--- src/rtl/if_stage.sv ---
// rtl/if_stage.sv - instruction fetch: PC, Ram2 read port, branch predecode and IF/ID register
// Optional IF_BHT_EN: 2-bit saturating branch-history table for BEQZ/BNEZ prediction.
module if_stage #(
  parameter logic [15:0] RESET_PC  = 16'h0000,
  parameter logic [15:0] NOP_INST  = 16'h0800,
  parameter int          BHT_IDX_W = 4
) (
  input  logic        clk,
  input  logic        rst,
  input  logic        hold_i,
  input  logic        flush_if_i,
  input  logic        jump_i,
  input  logic [15:0] jump_addr_i,
  input  logic        br_update_i,
  input  logic [15:0] br_pc_i,
  input  logic        br_taken_i,
  output logic [17:0] Ram2Addr,
  inout  logic [15:0] Ram2Data,
  output logic        Ram2OE,
  output logic        Ram2WE,
  output logic        Ram2EN,
  output logic [15:0] inst_o,
  output logic [15:0] epc_o,
  output logic [15:0] pcplus1_o,
  output logic        pred_taken_o,
  output logic        valid_o
);

  typedef enum logic {BOOT = 1'b0, FETCH = 1'b1} state_t;

  state_t      state, state_nxt;
  logic [15:0] pc, pc_nxt, pc_inc, br_off, fetch_word;
  logic        is_b, is_cond, cond_taken, pred_taken;

  // The SRAM is only ever read from this port.
  assign Ram2Data   = 16'hzzzz;
  assign Ram2WE     = 1'b1;
  assign Ram2Addr   = {2'b00, pc};
  assign fetch_word = Ram2Data;
  assign pc_inc     = pc + 16'd1;

  always_ff @(posedge clk) begin
    if (rst) state <= BOOT;
    else     state <= state_nxt;
  end

  always_comb begin
    state_nxt = state;
    Ram2EN    = 1'b1;
    Ram2OE    = 1'b1;
    case (state)
      BOOT:  state_nxt = FETCH;
      FETCH: begin
        Ram2EN = 1'b0;
        Ram2OE = 1'b0;
      end
    endcase
  end

  always_comb begin
    is_b    = 1'b0;
    is_cond = 1'b0;
    br_off  = 16'h0000;
    if (state == FETCH) begin
      case (fetch_word[15:11])
        5'b00010: begin
          is_b   = 1'b1;
          br_off = {{5{fetch_word[10]}}, fetch_word[10:0]};
        end
        5'b00100, 5'b00101: begin
          is_cond = 1'b1;
          br_off  = {{8{fetch_word[7]}}, fetch_word[7:0]};
        end
        default: ;
      endcase
    end
  end

`ifdef IF_BHT_EN
  localparam int BHT_N = 1 << BHT_IDX_W;

  logic [1:0]           bht [BHT_N];
  logic [BHT_IDX_W-1:0] upd_idx;
  logic                 unused_br_pc_hi;

  assign upd_idx         = br_pc_i[BHT_IDX_W-1:0];
  assign unused_br_pc_hi = ^br_pc_i[15:BHT_IDX_W];
  // Lookup reads the registered counter, so a same-cycle update is not yet visible.
  assign cond_taken      = bht[pc[BHT_IDX_W-1:0]][1];

  always_ff @(posedge clk) begin
    if (rst) begin
      for (int i = 0; i < BHT_N; i++) bht[i] <= 2'b01;
    end else if (br_update_i) begin
      if (br_taken_i && bht[upd_idx] != 2'b11)
        bht[upd_idx] <= bht[upd_idx] + 2'd1;
      else if (!br_taken_i && bht[upd_idx] != 2'b00)
        bht[upd_idx] <= bht[upd_idx] - 2'd1;
    end
  end
`else
  localparam int unused_bht_idx_w = BHT_IDX_W;

  logic unused_br;

  assign unused_br  = ^{br_update_i, br_taken_i, br_pc_i};
  assign cond_taken = br_off[15];
`endif

  assign pred_taken = is_b | (is_cond & cond_taken);

  always_comb begin
    pc_nxt = pc;
    if (state == FETCH) begin
      if (jump_i)          pc_nxt = jump_addr_i;
      else if (hold_i)     pc_nxt = pc;
      else if (pred_taken) pc_nxt = pc_inc + br_off;
      else                 pc_nxt = pc_inc;
    end
  end

  always_ff @(posedge clk) begin
    if (rst) pc <= RESET_PC;
    else     pc <= pc_nxt;
  end

  always_ff @(posedge clk) begin
    if (rst) begin
      inst_o       <= NOP_INST;
      epc_o        <= 16'h0000;
      pcplus1_o    <= 16'h0000;
      pred_taken_o <= 1'b0;
      valid_o      <= 1'b0;
    end else if (state == BOOT || flush_if_i || jump_i) begin
      inst_o       <= NOP_INST;
      pred_taken_o <= 1'b0;
      valid_o      <= 1'b0;
    end else if (!hold_i) begin
      inst_o       <= fetch_word;
      epc_o        <= pc;
      pcplus1_o    <= pc_inc;
      pred_taken_o <= pred_taken;
      valid_o      <= 1'b1;
    end
  end

endmodule

--- config.mk ---
export PLATFORM = sky130hd
export DESIGN_NAME = if_stage
export DESIGN_NICKNAME = d
export VERILOG_FILES = /design/src/rtl/if_stage.sv
export SDC_FILE = /design/constraint.sdc
export NUM_CORES = 1
export LEC_CHECK = 0
export CAP_MARGIN = 20
export CORE_MARGIN = 3
export CORE_UTILIZATION = 23
export CTS_CLUSTER_DIAMETER = 50
export DETAILED_ROUTE_END_ITERATION = 6
export REMOVE_ABC_BUFFERS = 1
export SETUP_SLACK_MARGIN = 0.2
export SYNTH_ARGS = -nofsm -noshare
export SYNTH_HDL_FRONTEND = slang
export SYNTH_SLANG_ARGS = --single-unit
--- constraint.sdc ---
create_clock -name clk -period 2 [get_ports clk]
set_input_delay 0.5 -clock clk [delete_from_list [all_inputs] [get_ports clk]]
set_output_delay 0.5 -clock clk [all_outputs]
set_load 0.05 [all_outputs]
== Word-level counts from Yosys, hierarchy flattened ==
Index checks and enable logic that the tools add are counted.

* Register bits: 64
* Bits in latches: 0
* RAM bits: 0
* Memory bits (read-only): 0
* Bits of input ports: 39
* Output and inout port bits: 87
* Word-level logic and storage cells: 27
* Memories: 0

* $add $sub $neg: 2
* Multiply operators: 0
* Div/mod/pow operators: 0
* Magnitude comparators: 0
* Equality and inequality tests: 1
* Shift-type cells: 0
* Muxes and demuxes: 7
* Bitwise operators: 5
* Reductions and logical operators: 5

{| class="wikitable"
|+ Operator list
! kind !! count
|-
| 16-bit two-way mux || 4
|-
| 16-bit by 1-bit adder with 16-bit output (second input constant) || 1
|-
| 16-bit adder || 1
|-
| 2-bit AND reduction || 2
|-
| 1-bit two-way mux || 3
|-
| 1-bit inverter || 3
|-
| 1-bit logical OR || 2
|-
| 2-bit by 1-bit != test with 1-bit output (second input constant) || 1
|-
| 2-bit OR reduction || 1
|-
| 1-bit AND || 1
|-
| 1-bit OR || 1
|}

== Longest topological paths before layout ==
* Word-level depth: 6
* Depth in mapped cells: 6
* Depth with buffers taken out: 5

== Worst setup path after synthesis ==
OpenSTA, ideal clock, no wires.

* Kind: reg2reg
* Start point: register pc[0]
* End point: register pc[12]
* Setup time: 0.117 ns
* Arrival time: 1.920 ns
* Data required time: 1.883 ns
* Setup slack: -0.037 ns
* Stages on the path, launching flop included: 6
* Path buffers: 0
* Path through: dfxtp_1 ha_1 nand4_1 nor3_1 o21ai_0 a32o_1

* Cells in the longest elaborated chain, start to end: 5

{| class="wikitable"
|+ RTL lines
! what !! RTL line !! RTL
|-
| start: declaration || 32 || <nowiki>logic [15:0] pc, pc_nxt, pc_inc, br_off, fetch_word;</nowiki>
|-
| start signal: assignment || 124 || <nowiki>else pc <= pc_nxt;</nowiki>
|-
| 16-bit by 1-bit adder with 16-bit output (*) || 40 || <nowiki>assign pc_inc = pc + 16'd1;</nowiki>
|-
| 16-bit adder || 117 || <nowiki>else if (pred_taken) pc_nxt = pc_inc + br_off;</nowiki>
|-
| 16-bit two-way mux (*) || 117 ||
|-
| 16-bit two-way mux (*) || 116 || <nowiki>else if (hold_i) pc_nxt = pc;</nowiki>
|-
| 16-bit two-way mux (*) || 115 || <nowiki>if (jump_i) pc_nxt = jump_addr_i;</nowiki>
|}

Mark *: on every way between the ends. The rest lies on a longest branch, timed or not. The select of a mux whose other input is x is not followed.
A chain may end at the register's enable or synchronous reset.

== Worst setup path after layout ==
* Start point: input port hold_i
* End point: register pc[15]

* Cells in the longest elaborated chain, start to end: 2

{| class="wikitable"
|+ RTL lines
! what !! RTL line !! RTL
|-
| start: declaration || 10 || <nowiki>input logic hold_i,</nowiki>
|-
| 2-bit by 1-bit != test with 1-bit output (no line) || -- ||
|-
| 2-bit AND reduction (no line) || -- ||
|}

No other way between the ends.

==> flow_metrics.py <==
metrics = {
    "run_status": {
        "status": "complete, no violations",
    },
    "sta": {
        "finalCritPeriodShare": 0.874,
        "rsz0062_at_grt": "true",
        "whs_ns": 0.455,
        "tns_ns": 0,
        "fmax_ghz": 0.572,
        "skew_ns": 0.00644,
        "min_period_ns": 1.75,
        "setup_viol_count_final": 0,
        "drv_slew": 0,
        "finalHoldViolations": 0,
    },
    "cells_and_area": {
        "area_growth_pct": 50.1,
        "fin_cells": 578,
        "fillers": 1166,
        "register_area_mm2": 0.00104,
        "fin_util": 0.364,
        "multi_input_area_mm2": 0.00139,
        "drive_gt1_frac": 0.299,
        "antenna_cells": 0,
        "fin_nets": 477,
    },
    "clock_network": {
        "cts_root_buf": "clkbuf_16",
        "cts_max_level": 2,
        "cts_made_buffers": 5,
        "clock-sinks": 52,
        "clkLatencyLatePin_ns": 0.29,
        "path_clk_slew_ns": 0.07,
        "ctsHoldBuffers": 0,
        "cts_tree": "yes",
        "cts_buffer_depth": 2,
    },
    "synthesis": {
        "synth.distinct_cells": 45,
        "avgSynthCellArea_um2": 7.83,
        "async_reset_ff_frac": 0,
        "syn_inst": 346,
        "yosys.area.top_type": "dfxtp_1",
        "synth-simple-area-share": 0.223,
        "synth_edf_count": 0,
        "yosysSeqAreaShare": 0.384,
        "synth_top_family_by_area": "simple AND/OR/NAND/NOR gates",
        "synth_common_cells": "nand2_1 (57), dfxtp_1 (52), a21oi_1 (36)",
        "synthMuxAreaShare": 0.00739,
        "synth.top_cell.area_share": 0.384,
        "synthAdderAreaFrac": 0.00462,
        "synth-compound-area-share": 0.197,
        "synth_xor_area_frac": 0.0356,
        "synth_area_mm2": 0.00271,
        "ys_ff_latch": 52,
        "synth_area_leaders": "dfxtp_1 (38%), buf_4 (9.7%), nand2_1 (7.9%), a21oi_1 (6.7%), o21ai_0 (4.1%)",
        "ys_warn_count": 0,
        "synth_ff_type": "dfxtp_1",
        "synth_most_common_cell": "nand2_1",
    },
    "pwr": {
        "totalPowerFinal_mw": 2.53,
        "vdd_ir_drop_max_mv": 0.389,
        "power.density_mw_per_mm2": 623,
        "p_leak_nw": 1.61,
    },
    "global_routing": {
        "antenna_found_initial": 0,
        "gr-total-overflow": 0,
        "grt_max_degree": 28,
        "grt_pass1_vias": 2662,
        "track_usage": 0.125,
        "grt_pass1_wl_mm": 13.3,
    },
    "routing": {
        "met1_length_mm": 3.71,
        "met3WireLength_um": 682,
        "wl_per_cell_um": 14.3,
        "drtIter0Drc": 124,
        "drc": 0,
        "wl_met2_mm": 3.82,
        "totalWireLength_mm": 8.28,
        "via_count": 2704,
        "top_layer": "met4",
        "antenna_left": 0,
        "drtPass1Iterations": 4,
        "vias_per_cell": 4.68,
    },
    "placed_design": {
        "dpl.hpwl_mm": 6.22,
        "gp_congestion": 0.837,
        "placed_cells": 569,
        "portBuffers": 87,
    },
    "critical_path": {
        "worst-path-max-fanout": 4,
        "cp.arrival_ns": 1.96,
        "cp.required_ns": 2.21,
        "worst_setup_path_startpoint": "hold_i",
        "startpoint_type": "primary input",
        "worst_setup_path_end_kind": "flop",
        "r2r-start": "pc[1]",
        "critPathKind": "in -> reg",
    },
    "min_path": {
        "hold_class": "reg -> reg",
        "min_from": "epc_o[7]",
    },
    "die": {
        "die-area_mm2": 0.0131,
        "die_h_um": 115,
        "num_io_pins": 126,
        "coreArea_mm2": 0.0112,
        "rows": 38,
        "start_util": 0.242,
        "chipWidth_um": 115,
    },
    "flow_run": {
        "drv_cap": 0,
    },
}
==> report_power, final <==
part | total, mW | switching (mW) | internal, mW
Sequential | 1.10 | 0.0341 | 1.07
Clock | 0.879 | 0.378 | 0.501
Combinational | 0.551 | 0.361 | 0.190
==> worst max-delay path, cell delays in order <==
cell and delay [ns]:
dlygate4sd2_1 0.27, buf_4 0.14, or4b_2 0.71, nor3_2 0.17, mux2i_1 0.09, o21ai_0 0.08
==> logic make-up after synthesis <==
logic type                 Yosys count
muxes                                2
buffers and inverters               67
and+or+nand+nor                    122
DFF                                 52
other                                2
xor gates and xnor gates            11
adders and majority gates            1
AOI/OAI and AO/OA                   89
==> final timing paths <==
path	slack (ns)	endpoint	depth (start not counted)
setup / recovery	0.25	pc[15]	6
hold / removal	0.46	epc_o[7]	2
setup reg to reg	0.34	pc[14]	6
hold reg to reg	0.46	epc_o[7]	2
==> state kept, by name, indices dropped and copies added, names as in the netlist <==
signal,count
inst_o,2
state,1
pc,16
epc_o,16
pcplus1_o,16
valid_o,1
==> routing by layer <==
metal | track usage | up-vias
met1 | 0.165 | 1259
li1 | - | 1329
met2 | 0.199 | 108
met5 | 0 | -
met3 | 0.0381 | 8
met4 | 0.0333 | 0
==> layout make-up <==
class / instances / share of cell area
clock buffer: 8 / 0.0360
inverter: 4 / 0.00369
multi-input combinational: 245 / 0.342
sequential: 52 / 0.257
tap: 140 / 0.0431
timing repair buffer: 129 / 0.319
==> metrics by stage <==
| step | area, um2 | setup slack (ns) |
|---|---|---|
| final | 4070 | 0.252 |
| after global routing | 4070 | 0.183 |
| after CTS | 4030 | 0.157 |
| after detailed placement | 3870 | -0.256 |
| after global placement | 3870 | -0.273 |
| after floorplan | 2400 | -3.78 |
==> what timing repair did <==
item	in CTS	in global routing
pin swaps	0	0
setup buffers	0	1
endpoints found under the hold margin	0	0
resized for setup	6	8
endpoints found under the setup margin	44	12
==> placed cells by master (no fill, tap or decap), drive strengths merged, types with 8 or more instances in the layout <==
cell type / instances
buf: 108
clkbuf: 8
conb: 20
nor2: 17
nand2: 57
xnor2: 9
clkdlybuf4s50: 18
a21oi: 36
o21ai: 22
dfxtp: 52
nand3: 11
No activity file was read; power rests on OpenSTA's default activity.
